<file path="src/rtl/seven_segment_pkg.sv">
// ---------------------------------------------------------------------------
// seven_segment_pkg
// Shared definitions for the seven-segment display driver:
//   state_t       frame sequencer states
//   CONV_CYCLES   double-dabble iterations per 13-bit conversion
//   FRAME_BITS    serial bits per frame (4 digits x 8 segments)
//   SEG_CODES     segment patterns {dp,g,f,e,d,c,b,a} for digits 0..9
//   digit_to_seg  BCD digit to segment byte, 0x00 for codes 10..15
// ---------------------------------------------------------------------------
package seven_segment_pkg;

    typedef enum logic [1:0] {
        CAPTURE,
        CONVERT,
        SHIFT,
        LATCH
    } state_t;

    localparam int CONV_CYCLES = 13;
    localparam int FRAME_BITS  = 32;

    localparam logic [7:0] SEG_CODES [0:9] = '{
        8'h3F, 8'h06, 8'h5B, 8'h4F, 8'h66,
        8'h6D, 8'h7D, 8'h07, 8'h7F, 8'h6F
    };

    function automatic logic [7:0] digit_to_seg(input logic [3:0] digit);
        if (digit > 4'd9) begin
            return 8'h00;
        end
        return SEG_CODES[digit];
    endfunction

endpackage

</file>
<file path="src/rtl/bin13_to_bcd.sv">
// ---------------------------------------------------------------------------
// bin13_to_bcd
// Sequential double-dabble converter: 13-bit binary to four BCD digits in
// CONV_CYCLES clock cycles.
// Ports:
//   clk    rising-edge clock
//   rst    synchronous active-high reset (control only)
//   start  load bin and clear the BCD accumulator; conversion begins next cycle
//   bin    13-bit unsigned value, sampled on start
//   bcd    {thousands, hundreds, tens, units}, valid once conversion ends
//   done   high during the cycle whose rising edge completes the last iteration
// ---------------------------------------------------------------------------
module bin13_to_bcd
    import seven_segment_pkg::*;
(
    input  logic        clk,
    input  logic        rst,
    input  logic        start,
    input  logic [12:0] bin,
    output logic [15:0] bcd,
    output logic        done
);

    logic [12:0] bin_q;
    logic [15:0] bcd_q;
    logic [3:0]  iter_cnt;
    logic        busy;

    // Add 3 to every nibble >= 5 so the following left shift carries
    // correctly into the next decimal digit.
    function automatic logic [15:0] dabble_adjust(input logic [15:0] value);
        logic [15:0] result;
        result = value;
        for (int i = 0; i < 4; i++) begin
            if (result[4*i +: 4] >= 4'd5) begin
                result[4*i +: 4] = result[4*i +: 4] + 4'd3;
            end
        end
        return result;
    endfunction

    logic [15:0] bcd_adj;
    assign bcd_adj = dabble_adjust(bcd_q);

    // Combinational so the sequencer can leave CONVERT on the same edge that
    // performs the final iteration.
    assign done = busy && (iter_cnt == 4'(CONV_CYCLES - 1));
    assign bcd  = bcd_q;

    always_ff @(posedge clk) begin
        if (rst) begin
            busy     <= 1'b0;
            iter_cnt <= 4'd0;
        end else if (start) begin
            busy     <= 1'b1;
            iter_cnt <= 4'd0;
        end else if (busy) begin
            iter_cnt <= iter_cnt + 4'd1;
            if (done) begin
                busy <= 1'b0;
            end
        end
    end

    always_ff @(posedge clk) begin
        if (start) begin
            bin_q <= bin;
            bcd_q <= 16'd0;
        end else if (busy) begin
            {bcd_q, bin_q} <= {bcd_adj[14:0], bin_q, 1'b0};
        end
    end

endmodule

</file>
<file path="src/rtl/seven_segment_driver.sv">
// ---------------------------------------------------------------------------
// seven_segment_driver
// Continuously refreshes a four-digit seven-segment display through an
// external 74HC595-style shift-register chain. Each 47-cycle frame captures
// i_Bin13, converts it to BCD, shifts 32 segment bits out MSB first
// (thousands digit first) and pulses the storage latch.
// Ports:
//   i_CLK       system clock (also the board-level shift clock)
//   i_RST       synchronous active-high reset; aborts the current frame
//   i_Bin13     13-bit unsigned value, sampled once per frame
//   o_SegData   registered serial segment data, 0 outside the shift phase
//   o_SegLatch  registered one-cycle latch pulse after the 32nd bit
// Build option:
//   SEVSEG_BLANK_LEADING_ZEROS_EN  blank leading zero digits (units always shown)
// ---------------------------------------------------------------------------
module seven_segment_driver
    import seven_segment_pkg::*;
(
    input  logic        i_CLK,
    input  logic        i_RST,
    input  logic [12:0] i_Bin13,
    output logic        o_SegData,
    output logic        o_SegLatch
);

    state_t      state;
    state_t      state_nxt;
    logic [4:0]  bit_cnt;
    logic [31:0] shift_reg;
    logic [31:0] frame_word;
    logic [15:0] bcd;
    logic        conv_start;
    logic        conv_done;

    assign conv_start = (state == CAPTURE);

    bin13_to_bcd u_bin13_to_bcd (
        .clk   (i_CLK),
        .rst   (i_RST),
        .start (conv_start),
        .bin   (i_Bin13),
        .bcd   (bcd),
        .done  (conv_done)
    );

    logic [3:0] d3, d2, d1, d0;
    logic       blank3, blank2, blank1;

    assign {d3, d2, d1, d0} = bcd;

`ifdef SEVSEG_BLANK_LEADING_ZEROS_EN
    // Blanking propagates from the thousands digit down and stops at the
    // first nonzero digit; the units digit is never blanked.
    assign blank3 = (d3 == 4'd0);
    assign blank2 = blank3 && (d2 == 4'd0);
    assign blank1 = blank2 && (d1 == 4'd0);
`else
    assign blank3 = 1'b0;
    assign blank2 = 1'b0;
    assign blank1 = 1'b0;
`endif

    assign frame_word = {blank3 ? 8'h00 : digit_to_seg(d3),
                         blank2 ? 8'h00 : digit_to_seg(d2),
                         blank1 ? 8'h00 : digit_to_seg(d1),
                         digit_to_seg(d0)};

    always_comb begin
        state_nxt = state;
        case (state)
            CAPTURE: state_nxt = CONVERT;
            CONVERT: if (conv_done) state_nxt = SHIFT;
            SHIFT:   if (bit_cnt == 5'(FRAME_BITS - 1)) state_nxt = LATCH;
            LATCH:   state_nxt = CAPTURE;
            default: state_nxt = CAPTURE;
        endcase
    end

    // Outputs are registered from the current state, so they trail the
    // sequencer by one cycle: bit k appears 14+k cycles after capture and
    // the latch pulse 46 cycles after capture.
    always_ff @(posedge i_CLK) begin
        if (i_RST) begin
            state      <= CAPTURE;
            bit_cnt    <= 5'd0;
            o_SegData  <= 1'b0;
            o_SegLatch <= 1'b0;
        end else begin
            state      <= state_nxt;
            bit_cnt    <= (state == SHIFT) ? bit_cnt + 5'd1 : 5'd0;
            o_SegLatch <= (state == LATCH);
            if (state == SHIFT) begin
                o_SegData <= (bit_cnt == 5'd0) ? frame_word[31] : shift_reg[31];
            end else begin
                o_SegData <= 1'b0;
            end
        end
    end

    // BCD is stable throughout SHIFT, so the frame is loaded on the first
    // shift cycle with its MSB already sent.
    always_ff @(posedge i_CLK) begin
        if (state == SHIFT) begin
            shift_reg <= (bit_cnt == 5'd0) ? {frame_word[30:0], 1'b0}
                                           : {shift_reg[30:0], 1'b0};
        end
    end

endmodule

</file>
<file path="config.mk">
export PLATFORM = sky130hd
export DESIGN_NAME = seven_segment_driver
export DESIGN_NICKNAME = d
export VERILOG_FILES = /design/src/rtl/seven_segment_pkg.sv /design/src/rtl/bin13_to_bcd.sv /design/src/rtl/seven_segment_driver.sv
export SDC_FILE = /design/constraint.sdc
export NUM_CORES = 1
export LEC_CHECK = 0
export CELL_PAD_IN_SITES_DETAIL_PLACEMENT = 0
export CELL_PAD_IN_SITES_GLOBAL_PLACEMENT = 1
export CORE_MARGIN = 2
export CORE_UTILIZATION = 50
export DETAILED_ROUTE_END_ITERATION = 10
export GPL_TIMING_DRIVEN = 0
export PLACE_DENSITY = 0.86
export SYNTH_ARGS = -nofsm -noshare
export SYNTH_HDL_FRONTEND = slang
export SYNTH_HIERARCHICAL = 1
export SYNTH_SLANG_ARGS = --single-unit
</file>
<file path="constraint.sdc">
create_clock -name i_CLK -period 4.7 [get_ports i_CLK]
set_input_delay 0.94 -clock i_CLK [delete_from_list [all_inputs] [get_ports i_CLK]]
set_output_delay 0.94 -clock i_CLK [all_outputs]
set_load 0.1 [all_outputs]
</file>
==> results by stage <==
Setup path:
- On the critical path, the stage with the largest delay is an instance of clkdlybuf4s50_1.
- The kind of cell adding the most delay to the critical path is buffers and inverters.
- The delay of the slowest cell on the worst path is between 1000 and 1500 ps.
- STA puts the critical path data required time at around 3800 ps.
- The critical path startpoint is o_SegLatch.
- STA classifies the critical path endpoint as a primary output.
- STA classifies the critical path startpoint as a register.
- Along the worst path, the maximum fanout reaches 1.
- In this run the critical register-to-register path is launched from state[0].
- The data arrival at the endpoint of the critical path is about 1800 ps.
- The signal on the critical path passes through clkdlybuf4s50_1.
- The count of buffering cells on the critical path with inverters included is 1.
- The critical path is of the reg -> out type.

Synthesis:
- The commonest cells after synthesis are 44 x edfxtp_1, 38 x ha_1, 37 x nand2_1.
- After synthesis the cells add up to about 0.0042 mm².
- The area share of the largest cell type after synthesis is 0.314.
- edfxtp_1 takes more of the synthesized area than any other cell.
- The Yosys warning count is 6.
- Counting flops and latches in the post-synthesis netlist gives 74.
- By instance count, the leading cell after synthesis is edfxtp_1.
- Counting flops with a built-in enable in the synthesized netlist gives 44.
- For this run, the register share of the synthesized area comes to 0.456.
- The async set-reset flop share out of synthesis is 0.
- The post-synthesis instance total is just over 400.
- Sorting the synthesized cells by area gives the leading types as edfxtp_1 31%, dfxtp_1 14%, ha_1 11%.
- After synthesis, the mean cell area works out to ~10 µm².
- Counting every net in the synthesized netlist gives 456.
- The leading register cell type out of synthesis is edfxtp_1.
- The count of unique library cells instantiated by Yosys is 46.

Routing:
- The average via count per standard cell is roughly 5.4.
- The count of nets left with antenna violations once routing finished came out at 0.
- The total length of routed wires is between 7000 and 8000 µm.
- The count of vias placed by the detailed router is 2903.
- The number of design-rule violations left by the first detailed-router iteration is ~120.
- The count of unresolved DRC violations after routing is 0.
- The average routed wire per standard cell is 14.2 µm.
- The total iterations of the first detailed-routing run is 4.

CTS:
- The number of clock sinks seen by CTS is between 70 and 80.
- The number of instances resized during post-cts repair is 0.
- After clock tree synthesis, the clock-pin slew on the worst setup and hold paths is roughly 90 ps.
- The clock root buffer master is clkbuf_8.
- In this run the post-CTS setup repair buffer count came out at 0.
- The total clock buffers created by CTS is 9.
- At the later pin of the worst-skew pair, clock insertion delay measures ~350 ps.
- The H-tree depth reported by CTS is 3.
- TritonCTS built the clock tree.
- The clock passes through at most 2 buffers.
- The number of hold buffers added after CTS was 0.

Timing:
- The final number of max-transition violations came to 0.
- The clock skew is 9.29 ps.
- Summed over all failing endpoints, the final setup total negative slack is 0 ps.
- The final hold violation count is 0.
- In this run the tightest slew margin relative to its limit is 0.353.
- Setup repair after global routing left no endpoint under its margin.
- The post-route minimum period is around 2700 ps.
- On the final layout, the worst hold slack is 471 ps.
- Timing would allow up to 0.366 GHz.
- The transition time at the pin with the least slew margin is just under 1000 ps.
- The share of the cycle needed by the critical path after routing is 0.581.
- The smallest setup slack after layout is just under 2000 ps.
- Setup violations remaining at the end of the flow were counted as 0.

Pwr:
- Of the total power, combinational logic draws 0.359.
- The switching share of total power is 0.353.
- The internal power is 1.60 mW.
- The worst IR drop on VDD is around 320 µV.
- In this run the power spent charging and discharging nets is approximately 0.87 mW.
- The design draws 2.47 mW.
- Power spread over the standard cell area amounts to around 520 mW/mm².
- The leakage power is between 1.5 and 2 nW.
- The share of power burned in registers is 0.423.
- The part of the power in the clock network is 0.218.

Place:
- Detailed placement finished with a half-perimeter wire length of around 5400 µm.
- The last weighted congestion value of the routability-driven placer is a little under 0.8.
- Counting tap cells, the placed design contains a total of around 520 instances.
- Before CTS, the worst setup slack after placement is around 2300 ps.
- Input and output buffers added on the ports amount to 16.
- In this run the cell area measured after placement is around 0.0045 mm².

Final layout:
- From synthesis to final layout, the design area changed by 12.2%.
- The final standard cell area without fillers is 0.00473 mm².
- The number of flip-flops in the largest register is 31.
- Of the cells placed in the final design, the portion with a size suffix greater than 1 is 0.129.
- The number of antenna diodes in the final layout is 0.
- After the flow finishes, the layout carries non-filler instances totaling 540.
- Measured on the finished design, the core utilization comes to 0.578.
- The final layout net count is 483.

Job:
- Across the run, the number of max-cap violations was 0.

Min path:
- The path category of the worst min-delay check is reg -> reg.
- The worst hold path begins at bit_cnt[0].

Die:
- Pin placement for this block handled 17 I/O pins.
- The overall die width is 95.8 µm.
- The core area is 0.00818 mm².
- The die footprint is ~0.0092 mm².
- The floorplan step set the die height to 95.8 µm.
- The initial standard-cell utilization of the core is 0.515.
- The placement row count is 33.

GRT:
- Global routing finished with a remaining overflow of 0.
- In the global route stage, overall resource usage came out at 0.184.
- The largest net degree at the start of global routing is 36.
- The first global-routing pass estimated about 13000 µm of wire.
- The number of global-route vias before repair is approximately 2.8k.
- The initial antenna violation count is 0.

Outcome:
- The flow ran to the end, and the final reports show no timing, DRC or antenna violations.
[kinds of logic (layout without fill, tap and decap cells)]
logic type               count (synthesis)  count (layout)  share of synthesized area
multiplexers                            14              14                     0.0368
AND/OR/NAND/NOR                        136             136                      0.172
flip-flops                              74              74                      0.456
adder cells (fa/ha/maj)                 38              38                      0.113
AO/OA/AOI/OAI                           89              89                      0.158
buffers and inverters                   47              79                     0.0543
XOR/XNOR                                 5               5                     0.0104
[power by group through the flow]
stage               Combinational [mW]  Sequential (mW)  Clock (mW)
floorplan                        0.707             1.03           0
global placement                 0.865             1.06           0
detailed placement               0.894             1.06           0
CTS                              0.895             1.05       0.553
global route                      1.02             1.07       0.576
finish                           0.888             1.05       0.538
[cell usage in the layout (no fill, tap or decap), drive strengths merged, types with 12 or more instances in the layout]
master,n
buf,15
edfxtp,44
o21ai,15
inv,30
and2,14
nor2b,15
o31ai,27
clkbuf,14
nand2,37
nor2,19
nor3,14
dfxtp,30
a21oi,15
clkdlybuf4s50,16
ha,38
mux2,12
[final timing paths]
| kind | endpoint | slack (ps) | cells after the start |
|---|---|---|---|
| max | o_SegLatch | 1970 | 1 |
| min | bit_cnt[0] | 470 | 1 |
| max reg2reg | u_bin13_to_bcd/bin_q[8] | 2750 | 4 |
| min reg2reg | bit_cnt[0] | 470 | 1 |
[cell type report]
type                    instances  area, µm²
inverters                      28        105
repair buffers                 16        160
clock inverters                 6       71.3
clock buffers                  10        149
plain buffers                  19        124
fillers                       691       3450
multi-input cells             282       2070
well taps                     105        131
flip-flops and latches         74       1920
[layer usage]
layer	up-vias	GRT usage	wire (µm)
li1	1493	-	-
met1	1357	0.245	3750
met2	45	0.299	3560
met3	8	0.0352	249
met4	0	0.0690	122
met5	-	0	0
Power figures use the tool's default switching activity.
==> patch 1 (same settings) <==
Add a define of `SEVSEG_BLANK_LEADING_ZEROS_EN`.
--- a/src/rtl/seven_segment_driver.sv
+++ b/src/rtl/seven_segment_driver.sv
@@ -14,4 +14,6 @@
 //   SEVSEG_BLANK_LEADING_ZEROS_EN  blank leading zero digits (units always shown)
 // ---------------------------------------------------------------------------
+`define SEVSEG_BLANK_LEADING_ZEROS_EN
+
 module seven_segment_driver
     import seven_segment_pkg::*;
Formal check against the unedited RTL: same outputs for any inputs over 10 cycles, from zero or initial values and one cycle with i_RST high; that may be too few to reach the edited logic, so the function may still have changed.
==> patch 1 against the unedited design <==
Sequential share of layout area grew 0.11 points. Routed wire length grew 1.4%. Area after synthesis rose by 0.15%. Design area is 0.26% lower. Worst setup slack better by 0.0035 ns. Sequential cell count unchanged. Via count grew 1.4%. Synthesized cell count up 2.0%. Total power grew 4.5%. Critical endpoint is now o_SegData. Largest cell class unchanged.
==> patch 1: results (changes against the unedited design) <==
Antenna violations before repair -> 0 (unchanged)
GR Util met2 -> 0.280 (was 0.299)
First-pass GRT wire length -> 12.5 mm (was 13.1 mm)
Pre-antenna DRT Iters -> 4 (unchanged)
Clk_skew -> 0.0122 ns (was 0.00929 ns)
Crit-path max cell delay -> 1.12 ns (about the same)
Vias in the first global route -> 2664 (was 2766)
Share of cells above drive strength 1 -> 0.122 (was 0.129)
Antenna Cells -> 0 (unchanged)
Sw frac -> 0.360 (was 0.353)
Fillers -> 743 (was 691)
Post-Route WL -> 7.79 mm (was 7.68 mm)
Synthesized Nets -> 464 (was 456)
Worst EP arrival -> 1.79 ns (about the same)
Grt met3 use -> 0.0337 (was 0.0352)
Rel. slew slack -> 0.355 (was 0.353)
Clock latency on the worst-skew pair -> 0.35 ns (about the same)
Class of the worst hold path -> reg -> reg (unchanged)
Max IR drop VDD -> 295 µV (was 316 µV)
Met1 usage -> 0.237 (was 0.245)
Yosys warning count -> 6 (unchanged)
Layout Nets -> 491 (was 483)
Estimated wirelength of the detail-placed design -> 5.62 mm (was 5.43 mm)
Postcts setup bufs -> 0 (unchanged)
Cts repair resizes -> 0 (unchanged)
Largest net degree at the start of global routing -> 36 (unchanged)
Root buf cell -> clkbuf_8 (unchanged)
TritonCTS Buffers -> 9 (unchanged)
Unique masters post-synth -> 53 (was 46)
H-tree depth -> 3 (unchanged)
Number of buffers added on ports -> 16 (unchanged)
DRT iter0 DRCs -> 89 (was 124)
Ys async rst share -> 0 (unchanged)
Placement Setup Slack -> 2.34 ns (about the same)
Gr usage total -> 0.176 (was 0.184)
Status -> finished clean (unchanged)
Via density -> 5.37 (was 5.38)
P_leak -> 1.68 nW (about the same)
Gpl congestion -> 0.811 (was 0.773)
Post-synth EDFFs -> 44 (unchanged)
Commonest cells post-synth -> edfxtp_1 (44), nand2_1 (44), ha_1 (38) (was edfxtp_1 (44), ha_1 (38), nand2_1 (37))
Register area share after synthesis -> 0.455 (was 0.456)
Top post-synthesis cells by area -> edfxtp_1 (31%), dfxtp_1 (14%), ha_1 (11%) (unchanged)
Largest delay share family, worst path -> buffers and inverters (unchanged)
-- patch 1: cell types whose count changed in the layout (fill, tap and decap cells not counted), sizes merged, moves of 3 or more --
cell	unedited run	this run
nor3	14	9
o21a	7	1
and2	14	9
o31ai	27	24
o21ai	15	20
clkbuf	14	21
mux2i	2	5
nand2	37	44
a21oi	15	18
nor3b	2	6
a21o	5	1
nor2b	15	12
-- patch 1: worst reg2reg max path: cells and delay by family, from the launching register on --
kind	cells	cell delay [ns]
buf+inv	1	0.15
flops	1	0.42
compound gates	2	0.55
simple gates	1	0.44
fa+ha+maj	1	0.19
-- patch 1: layer usage --
| metal | wire, µm | vias to the layer above | share of wire |
|---|---|---|---|
| met5 | 0 | - | 0 |
| met2 | 3550 | 47 | 0.46 |
| met3 | 216 | 12 | 0.028 |
| met1 | 3900 | 1359 | 0.50 |
| li1 | - | 1525 | - |
| met4 | 113 | 0 | 0.015 |
-- patch 1: cells by family after synthesis --
group | after synthesis | share of synthesized area
AO/OA/AOI/OAI | 89 | 0.147
flip-flops | 74 | 0.455
adder cells (fa/ha/maj) | 38 | 0.113
buffers and inverters | 49 | 0.0554
XOR/XNOR | 5 | 0.0104
multiplexers | 17 | 0.0439
AND/OR/NAND/NOR | 139 | 0.175
-- patch 1: layout make-up --
type	count	area share
buffer	21	0.0273
tap	105	0.0279
multi-input combinational	288	0.438
sequential	74	0.408
clock buffer	13	0.0382
inverter	28	0.0223
timing repair buffer	16	0.0340
clock inverter	3	0.00451
-- patch 1: final timing paths --
kind / start / to / slack, ns / cells past startpoint
worst max-delay path: o_SegData / o_SegData / 1.97 / 1
worst max register to register: u_bin13_to_bcd/bcd[8] / shift_reg[15] / 2.68 / 5
worst min-delay path: bit_cnt[0] / bit_cnt[0] / 0.47 / 1
worst min register to register: bit_cnt[0] / bit_cnt[0] / 0.47 / 1
-- patch 1: power by group through the flow --
stage | clock network (mW) | logic, mW | registers [mW]
floorplan | 0 | 0.810 | 1.06
global placement | 0 | 0.996 | 1.08
detailed placement | 0 | 1.02 | 1.09
CTS | 0.501 | 1.03 | 1.07
global route | 0.524 | 1.14 | 1.09
finish | 0.491 | 1.02 | 1.07
-- patch 1: through the flow --
stage               cells  power (mW)  utilization  cell area [µm²]  hold slack (ns)
global placement      532        2.08        0.549             4510            0.444
floorplan             411        1.87            -             4220            0.430
CTS                   548        2.60        0.574             4720            0.473
global route          548        2.76        0.574             4720            0.487
detailed placement    532        2.11        0.549             4510            0.458
finish                548        2.58        0.574             4720            0.469
==> patch 2 (same flow settings) <==
Made on the original files. Encoding of `state_t`: now Gray code (2 bits for 4 states).
--- a/src/rtl/seven_segment_pkg.sv
+++ b/src/rtl/seven_segment_pkg.sv
@@ -11,8 +11,8 @@
 
     typedef enum logic [1:0] {
-        CAPTURE,
-        CONVERT,
-        SHIFT,
-        LATCH
+        CAPTURE = 2'b00,
+        CONVERT = 2'b01,
+        SHIFT   = 2'b11,
+        LATCH   = 2'b10
     } state_t;
 
Function: no difference found for any inputs over 10 cycles, from zero or initial values and one cycle with i_RST high; not proved beyond that.
==> patch 2 against the unedited design <==
Hold slack worse by 0.00056 ns. Routed wire length increased by 0.46%. Count of clock-buffer cells in the layout down 1. Critical path depth did not move. Worst setup slack got worse by 0.0088 ns. Clock skew increased by 0.0049 ns. Area after synthesis is 2.9% lower. Critical path type unchanged. Design area decreased by 3.1%. Sequential cell count unchanged. Critical endpoint is now o_SegData.
Power is not compared: it rests on default switching activity, and its combinational part moved more than twofold at a synthesized area within 25%.
==> patch 2: results (changes against the unedited design) <==
Highest fanout seen on the critical path -> 1 (unchanged)
Antenna Cells -> 0 (unchanged)
Register area share after synthesis -> 0.470 (was 0.456)
Synth Instances -> 398 (was 403)
DRT iter0 DRCs -> 121 (was 124)
Largest register FFs -> 31 (unchanged)
Max IR drop VDD -> 179 µV
First-pass GRT wire length -> 13.0 mm (was 13.1 mm)
Gr usage total -> 0.187 (was 0.184)
Largest delay share family, worst path -> buffers and inverters (unchanged)
Postcts setup bufs -> 0 (unchanged)
Post-Place Cell Area -> 4380 µm² (was 4510 µm²)
Largest net degree at the start of global routing -> 32 (was 36)
Layout Nets -> 473 (was 483)
Commonest cells post-synth -> edfxtp_1 (44), nand2_1 (42), ha_1 (33) (was edfxtp_1 (44), ha_1 (38), nand2_1 (37))
Antenna violations before repair -> 0 (unchanged)
Share of cells above drive strength 1 -> 0.121 (was 0.129)
Clk_skew -> 0.0142 ns (was 0.00929 ns)
Crit-path slowest cell -> clkdlybuf4s50_1 (unchanged)
Cts repair resizes -> 0 (unchanged)
Wire per inst -> 14.5 µm (was 14.2 µm)
Class of the worst hold path -> reg -> reg (unchanged)
Placement Setup Slack -> 2.34 ns (about the same)
Fillers -> 699 (was 691)
P_leak -> 1.63 nW
Via density -> 5.48 (was 5.38)
Estimated wirelength of the detail-placed design -> 5.32 mm (was 5.43 mm)
Unique masters post-synth -> 47 (was 46)
Gpl congestion -> 0.791 (was 0.773)
Status -> finished clean (unchanged)
Placed insts -> 516 (was 524)
Synthesized Nets -> 446 (was 456)
Top post-synthesis cells by area -> edfxtp_1 (32%), dfxtp_1 (15%), ha_1 (10%) (was edfxtp_1 (31%), dfxtp_1 (14%), ha_1 (11%))
Slew @ Worst Pin -> 1.35 ns (was 0.968 ns)
TritonCTS Buffers -> 9 (unchanged)
Vias in the first global route -> 2748 (was 2766)
Worst EP arrival -> 1.80 ns
Clock transition at path regs -> 0.09 ns (about the same)
Post-Route WL -> 7.72 mm (was 7.68 mm)
[patch 2: logic make-up after synthesis]
family | count (synthesis) | share of synthesized area
simple gates | 138 | 0.178
compound gates | 90 | 0.153
flops | 74 | 0.470
buf+inv | 44 | 0.0496
fa+ha+maj | 33 | 0.101
mux | 14 | 0.0379
xor+xnor | 5 | 0.0107
[patch 2: layout make-up]
cell class,instances,area (µm²),share of cell area
flip-flops and latches,74,1920,0.419
inverters,26,97.6,0.0213
clock inverters,7,80.1,0.0175
multi-input cells,280,1970,0.429
well taps,102,128,0.0278
clock buffers,9,124,0.0270
repair buffers,16,160,0.0349
plain buffers,18,105,0.0229
[patch 2: path summary, 6_finish.rpt]
kind,startpoint,endpoint,slack [ns],cells past startpoint
worst min-delay path,shift_reg[31],o_SegData,0.47,1
worst max register to register,bit_cnt[0],shift_reg[9],2.61,5
worst max-delay path,o_SegData,o_SegData,1.96,1
worst min register to register,shift_reg[31],o_SegData,0.47,1
[patch 2: per-layer routing]
| layer | global-route usage | wire [µm] |
|---|---|---|
| met1 | 0.252 | 3850 |
| met2 | 0.293 | 3450 |
| met3 | 0.0407 | 204 |
| met4 | 0.0785 | 212 |
| met5 | 0 | 0 |
[patch 2: power groups by stage]
stage / clock network (mW) / registers [mW] / logic (mW)
detailed placement: 0 / 0.753 / 0.153
finish: 0.528 / 0.738 / 0.154
floorplan: 0 / 0.745 / 0.116
global route: 0.558 / 0.743 / 0.174
global placement: 0 / 0.752 / 0.148
CTS: 0.532 / 0.738 / 0.154
